<file path="config.mk">
export PLATFORM = sky130hd
export DESIGN_NAME = qeciphy_tx_arbiter
export DESIGN_NICKNAME = d
export VERILOG_FILES = /design/src/rtl/qeciphy_tx_arbiter.sv
export SDC_FILE = /design/constraint.sdc
export NUM_CORES = 1
export LEC_CHECK = 0
export CELL_PAD_IN_SITES_DETAIL_PLACEMENT = 0
export CELL_PAD_IN_SITES_GLOBAL_PLACEMENT = 1
export CORE_MARGIN = 5
export CORE_UTILIZATION = 25
export DETAILED_ROUTE_END_ITERATION = 8
export GPL_TIMING_DRIVEN = 1
export PLACE_DENSITY = 0.67
export SLEW_MARGIN = 20
export SYNTH_ARGS = -nofsm -noshare
export SYNTH_HDL_FRONTEND = slang
export SYNTH_SLANG_ARGS = --single-unit
</file>
<file path="constraint.sdc">
create_clock -name tx_clk -period 2.4 [get_ports tx_clk]
set_clock_uncertainty 0.05 [all_clocks]
set_input_delay 0.48 -clock tx_clk [delete_from_list [all_inputs] [get_ports tx_clk]]
set_output_delay 0.48 -clock tx_clk [all_outputs]
set_load 0.05 [all_outputs]
</file>
<file path="src/rtl/qeciphy_tx_arbiter.sv">
// Two-source arbiter into a 2-entry {tag, data} FIFO; a word is at the head one cycle after acceptance.
// Source ready depends on registered FIFO occupancy, so i_tx_ready never reaches it combinationally.
module qeciphy_tx_arbiter #(
    parameter int DATA_W    = 64,
    parameter int MAX_BURST = 4
) (
    input  logic              tx_clk,
    input  logic              rst,
    input  logic [DATA_W-1:0] i_s0_data,
    input  logic              i_s0_valid,
    output logic              o_s0_ready,
    input  logic [DATA_W-1:0] i_s1_data,
    input  logic              i_s1_valid,
    output logic              o_s1_ready,
    input  logic              i_enable,
    output logic [DATA_W-1:0] o_tx_data,
    output logic              o_tx_valid,
    input  logic              i_tx_ready,
    output logic              o_tx_src,
    output logic [15:0]       o_s0_words,
    output logic [15:0]       o_s1_words
);
    typedef struct packed {
        logic              src;
        logic [DATA_W-1:0] data;
    } entry_t;

    entry_t      head;
    entry_t      tail;
    entry_t      push_ent;
    logic [1:0]  count;
    logic [1:0]  count_next;
    logic        owner;
    logic [3:0]  burst_cnt;
    logic        sat;
    logic        grant;
    logic        space;
    logic        push;
    logic        pop;

    assign sat = (burst_cnt == 4'(MAX_BURST));

    // The owner keeps the grant until its burst saturates, and only loses it if the other side is waiting.
    always_comb begin
        grant = owner;
        if (i_s0_valid && !i_s1_valid) begin
            grant = 1'b0;
        end else if (i_s1_valid && !i_s0_valid) begin
            grant = 1'b1;
        end else if (i_s0_valid && i_s1_valid && sat) begin
            grant = ~owner;
        end
    end

    assign space      = !rst && i_enable && (count != 2'd2);
    assign o_s0_ready = space && !grant;
    assign o_s1_ready = space && grant;
    assign push       = (o_s0_ready && i_s0_valid) || (o_s1_ready && i_s1_valid);
    assign pop        = o_tx_valid && i_tx_ready;
    assign push_ent   = {grant, (grant ? i_s1_data : i_s0_data)};
    assign count_next = count + 2'(push) - 2'(pop);

    assign o_tx_data = head.data;
    assign o_tx_src  = head.src;

    always_ff @(posedge tx_clk) begin
        if (rst) begin
            count      <= 2'd0;
            o_tx_valid <= 1'b0;
            head       <= '0;
            tail       <= '0;
        end else begin
            count      <= count_next;
            o_tx_valid <= (count_next != 2'd0);
            // Push with pop only happens at count 1, so the new word goes straight to the head.
            case ({push, pop})
                2'b10: begin
                    if (count == 2'd0) begin
                        head <= push_ent;
                    end else begin
                        tail <= push_ent;
                    end
                end
                2'b01:   head <= tail;
                2'b11:   head <= push_ent;
                default: ;
            endcase
        end
    end

    always_ff @(posedge tx_clk) begin
        if (rst) begin
            owner      <= 1'b0;
            burst_cnt  <= 4'd0;
            o_s0_words <= 16'd0;
            o_s1_words <= 16'd0;
        end else if (push) begin
            if (grant == owner) begin
                if (!sat) begin
                    burst_cnt <= burst_cnt + 4'd1;
                end
            end else begin
                owner     <= grant;
                burst_cnt <= 4'd1;
            end
            if (grant) begin
                o_s1_words <= o_s1_words + 16'd1;
            end else begin
                o_s0_words <= o_s0_words + 16'd1;
            end
        end
    end

endmodule

</file>
==> reports/metrics.yaml, run 1 <==
run_status:
  status: "finished, final reports clean"
cts:
  clock_path_buffers: 2
  htree_levels: 4
  root_buffer: "clkbuf_16"
  clk_pin_slew_worst_paths_ns: 0.07
  cts_buffers: 17
  cts_sinks: 170
  cts_tree: "yes"
  clkLatencyLatePin_ns: 0.42
layout:
  nets: 1200
  area_growth_pct: 54.5
  regArea_um2: 3410
  num_antenna_cells: 0
  multi_input_area_um2: 3650
  nFillCells: 2942
  finish.utilization_pct: 39.1
  drive_above_1_share_pct: 11.3
hold_path:
  holdPathEnd: "o_tx_src"
  holdCritStartpoint: "o_tx_src"
  holdCritPathClass: "reg -> reg"
  whs_path_depth: 2
worst_setup_path:
  cp_slowest_cell: "dfxtp_2"
  worstSetupEndpointType: "output port"
  timing.rr.end: "o_s0_words[13]"
  r2r_start: "burst_cnt[0]"
  r2r_setup_slack_ns: 0.18
  crit_buf_inv: 3
  crit_fanout: 4
  worstRegToRegCells: 8
  cp.required_ns: 1.87
  path_class: "reg -> out"
  cp_top_family: "buffers and inverters"
  start_kind: "flip-flop"
  crit_chain: "inv_2 > ha_4 > nand4bb_1 > a21boi_2 > nor2_4 > buf_12 > nor2_4 > buf_12"
  critical_path_arrival_ns: 1.80
  cpPeakStageDelay_ns: 0.33
power:
  p_per_area_nw_per_um2: 792
  seq_power_share_pct: 38.3
  clock_power_share_pct: 31.0
  max-vdd-ir-drop_mv: 0.423
  pwr-share-comb_pct: 30.7
  leakagePower_uw: 0.00427
  p_int_uw: 5680
  switching_share_pct: 36.1
  p_switching_uw: 3200
  finalPower_uw: 8890
global_route:
  grt_pass1_vias: 6640
  grt_pass1_wl_um: 36100
  grt_overflow_total: 0
  grt_antenna_before_repair: 0
  grt_max_degree: 68
  grt_util_all_layers_pct: 13.5
floorplanning:
  die_area_um2: 32600
  ios: 234
  rows: 62
  start_util_pct: 25.3
  die_width_um: 180
  fp.coreArea_um2: 28700
  die_y_um: 180
yosys:
  synth.distinct_cells: 43
  syn-cell-area_um2: 7260
  async_reset_ff_share_pct: 0
  synthCells: 806
  synth_flop_cell: "dfxtp_1"
  netlist.area_leader.share_pct: 46.9
  synth_nets: 945
  ys_ff_latch: 170
  syn_avg_cell_area_um2: 9.01
  seq_area_frac_synth_pct: 46.9
  synthTopCellsByArea: "dfxtp_1, o21ai_0, mux2i_1"
  yosys_warnings: 0
  synth_edf_count: 0
  yosys.area.top_type: "dfxtp_1"
sta:
  setup_viol: 0
  finalSetupTns_ns: 0
  max_freq_ghz: 0.430
  hold_viol: 0
  slew_viol_final: 0
  tightestPinTransition_ns: 0.855
  slew_headroom_pct: 43.0
  fin_crit_ns: 2.33
  period_share_pct: 97.0
detailed_routing:
  wl_per_cell_um: 15.5
  wl_um: 22600
  viasPerCell: 4.65
  drtIter0Drc: 283
  vias: 6777
  drc_errors: 0
  first_pass_iters: 4
  ant_nets: 0
placement:
  gp_congestion: 0.746
  hpwl_um: 15700
  numPortBuffers: 233
run:
  max_cap_violations: 0
[kinds of logic (layout without fill, tap and decap cells)]
logic type | count (synthesis) | after routing | share of synthesized area (%)
AO/OA/AOI/OAI | 270 | 270 | 22.7
XOR/XNOR | 23 | 23 | 2.77
AND/OR/NAND/NOR | 195 | 195 | 13.2
multiplexers | 69 | 69 | 9.56
flip-flops | 170 | 170 | 46.9
buffers and inverters | 74 | 342 | 4.03
adder cells (fa/ha/maj) | 5 | 5 | 0.862
[flip-flops by register name, summed over array words and instances, names as in the netlist]
signal      count
burst_cnt       4
o_s0_words     16
o_s1_words     16
count           2
tail           65
o_tx_src        1
o_tx_valid      1
owner           1
o_tx_data      64
[worst max path at each step]
stage,to,cells after the start,from
4_1_cts,o_s1_ready,8,burst_cnt[1]
3_3_place_gp,o_s0_words[15],6,i_enable
6_report,o_s1_ready,8,burst_cnt[0]
3_5_place_dp,o_s0_words[8],6,i_enable
2_1_floorplan,o_s0_words[15],9,burst_cnt[0]
5_1_grt,o_s1_ready,8,burst_cnt[0]
[power groups by stage]
stage,clock network [uW],logic (uW),registers (uW)
final,2760,2730,3400
after global routing,2980,2920,3450
after CTS,2860,2770,3400
after detailed placement,0,2740,3460
after global placement,0,2740,3450
after floorplan,0,798,4190
[layout make-up]
| cell class | instances | area share (%) |
|---|---|---|
| clock buffers | 17 | 3.79 |
| clock inverters | 15 | 1.56 |
| inverters | 9 | 0.301 |
| multi-input cells | 562 | 32.5 |
| flip-flops and latches | 170 | 30.4 |
| well taps | 384 | 4.28 |
| repair buffers | 301 | 27.2 |
[routing by layer]
layer / share of wire (%) / GRT usage [%] / wire (um)
met5: 0 / 0 / 0
met1: 45 / 17.0 / 10200
met4: 1.3 / 3.63 / 293
met2: 47 / 22.7 / 10700
met3: 6.1 / 4.14 / 1380
[what timing repair did]
| item | CTS | global route |
|---|---|---|
| endpoints found under the setup margin | 2 | 2 |
| gates cloned | 1 | 0 |
| pin swaps | 4 | 3 |
| hold buffers | 0 | 0 |
| gates resized for setup | 6 | 4 |
| setup buffers | 4 | 4 |
[through the flow]
stage / instance area, um^2 / cells / setup slack [ns] / hold slack [ns]
2_1_floorplan: 7280 / 806 / 0.00779 / 0.387
3_3_place_gp: 10500 / 1418 / -0.199 / 0.389
3_5_place_dp: 10500 / 1418 / -0.226 / 0.391
4_1_cts: 11200 / 1455 / 0.00861 / 0.406
5_1_grt: 11200 / 1458 / -0.00609 / 0.428
6_report: 11200 / 1458 / 0.0722 / 0.401
[cells in the mapped netlist, types with 3 or more instances]
master	count
nand2b_1	3
mux2i_1	68
a21oi_1	17
a22oi_1	43
nand3_1	76
nand2_1	45
ha_1	5
o21ai_0	141
or4_1	3
o211ai_1	24
nor3_1	6
and3_1	4
nor4_1	3
inv_1	9
nand4_1	7
a2111oi_0	8
o21bai_1	24
clkbuf_1	42
xnor2_1	22
buf_1	13
nor2_1	27
or3_1	9
a211oi_1	6
dfxtp_1	170
buf_2	9
[worst register-to-register path, stage by stage, from the launching register on]
cell,delay (ns)
dfxtp_2,0.34
inv_2,0.05
ha_4,0.16
and3b_1,0.24
mux2i_2,0.19
or4_1,0.50
buf_4,0.18
or3_1,0.30
a21oi_1,0.15
[cell usage in the layout (no fill, tap or decap), types with 4 or more instances in the layout]
cell type,netlist,routed
a2111oi_0,8,8
a211oi_1,6,5
a21oi_1,17,17
a22oi_1,43,42
and3_1,4,4
buf_12,0,15
buf_4,1,54
clkbuf_16,0,17
clkdlybuf4s50_1,0,229
clkinv_8,0,5
dfxtp_1,170,168
ha_1,5,4
inv_1,9,6
inv_8,0,4
mux2i_1,68,68
nand2_1,45,45
nand3_1,76,76
nand4_1,7,7
nor2_1,27,25
nor3_1,6,5
o211ai_1,24,24
o21ai_0,141,140
o21bai_1,24,24
or3_1,9,8
xnor2_1,22,22
Power figures use the tool's default switching activity.
==> run 2: changes to the inputs <==
- SLEW_MARGIN: 20 -> not set
==> results of run 2 <==
Final layout, timing and power as in run 1 (identical DEF).
==> run 3: changes to the inputs <==
- CORE_MARGIN: 5 -> not set
==> run 3 against run 2 <==
Compared with the run above:
- combinational power about the same
- final cell count up 0.48%
- critical path type is now in -> out
- largest power group unchanged
- flip-flop and latch count stayed put
- first-iteration DRC count shrank 2.5%
==> reports/metrics.yaml, run 3 (same netlist as run 1, synthesis figures left out) <==
run_status:
  status: "finished, final reports clean"
global_route:
  grt_antenna_before_repair: 0
  grt_pass1_wl_um: 34100
  grt_max_degree: 62
  grt_overflow_total: 0
  grt_pass1_vias: 6462
  grt_util_all_layers_pct: 14.7
layout:
  area_growth_pct: 55.9
  drive_above_1_share_pct: 12.0
  nFillCells: 2845
  mostFrequentLayoutCell: "clkdlybuf4s50_1"
  final_cell_mix: "clkdlybuf4s50_1, dfxtp_1, o21ai_0, nand3_1, mux2i_1"
  num_antenna_cells: 0
  largest_reg_flops: 65
  largest-register: "tail"
  instances_no_fill: 1465
  nets: 1207
detailed_routing:
  wl_per_cell_um: 14.7
  drc_errors: 0
  wl_um: 21600
  first_pass_iters: 4
  vias: 6872
  drtIter0Drc: 276
  ant_nets: 0
  viasPerCell: 4.69
cts:
  cts_buffers: 17
  cts_hold_buf: 0
  htree_levels: 4
  cts_tree: "yes"
  clkLatencyLatePin_ns: 0.43
  clock_path_buffers: 2
  cts_sinks: 170
  root_buffer: "clkbuf_16"
  clk_pin_slew_worst_paths_ns: 0.07
power:
  finalPower_uw: 9000
  clock_power_share_pct: 32.1
  p_int_uw: 5780
  p_per_area_nw_per_um2: 796
  max-vdd-ir-drop_mv: 0.462
  pwr-share-comb_pct: 30.1
  leakagePower_uw: 0.00432
  switching_share_pct: 35.8
  seq_power_share_pct: 37.8
  p_switching_uw: 3220
placement:
  gp_congestion: 0.774
  post-place-cells: 1420
  hpwl_um: 14600
  detailedPlace.worstSlack_ns: -0.213
  numPortBuffers: 233
floorplanning:
  start_util_pct: 25.4
  fp.coreArea_um2: 28600
  die_y_um: 172
  die_width_um: 172
  rows: 62
  ios: 234
  die_area_um2: 29700
sta:
  period_share_pct: 97.8
  fin_crit_ns: 2.35
  tightestPinTransition_ns: 0.563
  slew_viol_final: 0
  layout_setup_ws_ns: 0.0530
  setup_viol: 0
  slew_headroom_pct: 62.3
  max_freq_ghz: 0.426
  hold_viol: 0
worst_setup_path:
  r2r_start: "burst_cnt[0]"
  cp.required_ns: 1.87
  start_kind: "primary input"
  path_class: "in -> out"
  critical_path_arrival_ns: 1.82
  worstRegToRegCells: 8
  r2r_setup_slack_ns: 0.15
  crit_fanout: 9
  timing.rr.end: "o_s0_words[13]"
  worstSetupEndpointType: "output port"
run:
  max_cap_violations: 0
hold_path:
  holdPathEnd: "tail[64]"
  whs_path_depth: 2
  holdCritPathClass: "reg -> reg"
  holdCritStartpoint: "tail[64]"
-- run 3: layout make-up --
type / instances / area [um^2] / share of cell area, %
Clock buffer: 17 / 425 / 3.76
Clock inverter: 15 / 205 / 1.81
Inverter: 9 / 33.8 / 0.298
Multi-Input combinational cell: 562 / 3670 / 32.5
Sequential cell: 170 / 3410 / 30.1
Tap cell: 384 / 480 / 4.24
Timing Repair Buffer: 308 / 3090 / 27.3
-- run 3: worst max path at each step --
stage	from	to	slack [ns]	cells after the start
finish	i_enable	o_s0_ready	0.05	6
global route	burst_cnt[0]	o_s0_ready	-0.009	7
CTS	burst_cnt[0]	o_s0_ready	0.003	7
detailed placement	i_enable	o_s0_words[12]	-0.21	6
global placement	i_enable	o_s0_words[15]	-0.17	6
floorplan	burst_cnt[0]	o_s0_words[15]	0.008	9
-- run 3: critical path, cell delays in order --
cell	delay [ns]
clkdlybuf4s50_1	0.46
nor2b_2	0.15
nand2_1	0.10
buf_4	0.21
nor3_4	0.24
buf_12	0.17
-- run 3: layer usage --
metal	vias up	track usage [%]	part of all wire, %
met5	-	0	0
met4	0	4.42	1.4
met3	21	3.94	5.5
met2	156	24.7	47
met1	3212	18.3	46
li1	3483	-	-
-- run 3: repair_timing --
item                                    in CTS  in global routing
endpoints found under the setup margin       2                 11
setup buffers                               12                  1
pin swaps                                    5                  3
gates resized for setup                      6                 10
-- run 3: power by group through the flow --
| stage | clock [uW] | sequential (uW) | combinational, uW |
|---|---|---|---|
| 6_report | 2890 | 3400 | 2710 |
| 3_5_place_dp | 0 | 3470 | 2730 |
| 3_3_place_gp | 0 | 3460 | 2720 |
| 2_1_floorplan | 0 | 4190 | 798 |
| 4_1_cts | 2990 | 3410 | 2740 |
| 5_1_grt | 3110 | 3460 | 2900 |
-- run 3: through the flow --
| step | utilization [%] | TNS, ns | area [um^2] | hold WS, ns |
|---|---|---|---|---|
| detailed placement | 36.8 | -20.20 | 10500 | 0.397 |
| finish | 39.5 | 0 | 11300 | 0.405 |
| global placement | 36.8 | -17.37 | 10500 | 0.396 |
| CTS | 39.4 | 0 | 11300 | 0.406 |
| floorplan | - | 0 | 7280 | 0.387 |
| global route | 39.5 | -0.00854 | 11300 | 0.444 |
==> RTL change (config.mk and constraints of run 3) <==
Change the parameter `DATA_W` from 64 to 96.
--- a/src/rtl/qeciphy_tx_arbiter.sv
+++ b/src/rtl/qeciphy_tx_arbiter.sv
@@ -1,7 +1,7 @@
 // Two-source arbiter into a 2-entry {tag, data} FIFO; a word is at the head one cycle after acceptance.
 // Source ready depends on registered FIFO occupancy, so i_tx_ready never reaches it combinationally.
 module qeciphy_tx_arbiter #(
-    parameter int DATA_W    = 64,
+    parameter int DATA_W    = 96,
     parameter int MAX_BURST = 4
 ) (
     input  logic              tx_clk,
Ports: changed (resized i_s0_data, i_s1_data and o_tx_data); port bits go from 234 to 330. The function was not compared with the original's and may differ.
==> RTL change against run 3 <==
- the run now ends with setup timing left
- utilization is essentially flat
- sequential cell count grew 64
- clock power grew 52%
- wire length grew 53%
- power grew 44%
- setup slack lost 0.10 ns
- area after synthesis grew 40%
- design area grew 40%
- critical path type is now reg2out
- critical endpoint is now o_s1_ready
- largest power group unchanged
==> RTL change: results (changes against run 3) <==
INFO  metric outcome = finished with violations
INFO  metric violations_in_the_final_reports = setup timing
INFO  metric worst_hold_path.endpoint = o_tx_src
INFO  metric num-nets-final = 1638 (+36%)
INFO  metric synth.top_cells.by_area = sky130_fd_sc_hd__dfxtp_1 (46%), sky130_fd_sc_hd__mux2i_1 (10%), sky130_fd_sc_hd__nand3b_1 (7.2%), sky130_fd_sc_hd__o21ai_0 (6.2%), sky130_fd_sc_hd__a22oi_1 (4.5%)
INFO  metric ff2ff_path_depth = 10 (+2)
INFO  metric grtUsageTotal = 15.3% (+0.56 points)
INFO  metric layout_setup_ws = -0.0475 ns (-0.101 ns)
INFO  metric maximum_number_of_pins_on_one_net_before_global_route_repair = 146 (+140%)
INFO  metric critPathSlowestCell = sky130_fd_sc_hd__dfxtp_2
INFO  metric critical_path.reg2reg.endpoint = o_tx_data[73]
INFO  metric r2r_slack = 0.12 ns (-0.03 ns)
INFO  metric finalSetupViolCount = 2 (+2)
INFO  metric cts_repair_resize_count = 16 (+10)
INFO  metric cts_buffer_depth = 3 (+1)
INFO  metric holdCritStartpoint = o_tx_src
INFO  metric synth.mux.area_fraction = 10.5% (+0.89 points)
INFO  metric yosys-top-cells-count = sky130_fd_sc_hd__dfxtp_1 (234), sky130_fd_sc_hd__o21ai_0 (126), sky130_fd_sc_hd__mux2i_1 (103)
INFO  metric vdd_drop_max = 466 uV (+0.76%)
INFO  metric yosysSeqAreaShare = 46.0% (-0.87 points)
INFO  metric synth.net_count = 1281 (+36%)
INFO  metric drt_iter0_markers = 459 (+66%)
INFO  metric yosysUniqueCellTypes = 54 (+26%)
INFO  metric setup_cp_type = reg2out
INFO  metric maxSlewHeadroom = 57.8% (-4.6 points)
INFO  metric detail_route.vias_per_cell = 4.76 (+1.4%)
INFO  metric endpoint = o_s1_ready
INFO  metric total_clock_buffers_created_by_cts = 29 (+12)
INFO  metric grt_pass1_wl = 50700 um (+49%)
INFO  metric post-cts-setup-buffer-count = 5 (-7)
## RTL change: cell count changes in the layout (fill, tap and decap cells not counted), sizes merged, moves of 34 or more
cell / change
nand3b: +96
clkdlybuf4s50: +81
dfxtp: +64
nand3: -63
o21ai: +62
mux2i: +34
## RTL change: layer usage
layer	vias to the layer above	track usage, %	share of wire, %
li1	4683	-	-
met1	4445	19.7	45
met2	258	25.7	46
met3	40	3.87	7.2
met4	0	2.79	1.6
met5	-	0	0
## RTL change: final cells by class
| cell class | instances | area, um^2 |
|---|---|---|
| fillers | 4008 | 24100 |
| clock buffers | 41 | 861 |
| clock inverters | 12 | 118 |
| flip-flops and latches | 234 | 4690 |
| well taps | 525 | 657 |
| inverters | 9 | 33.8 |
| multi-input cells | 746 | 5190 |
| repair buffers | 415 | 4240 |
## RTL change: power by group
part           internal (W)  switching (W)  leakage (nW)
Sequential          0.00443       0.000292          1.90
Combinational       0.00155        0.00234          3.56
Clock               0.00270        0.00170         0.493
Total               0.00867        0.00433          5.95
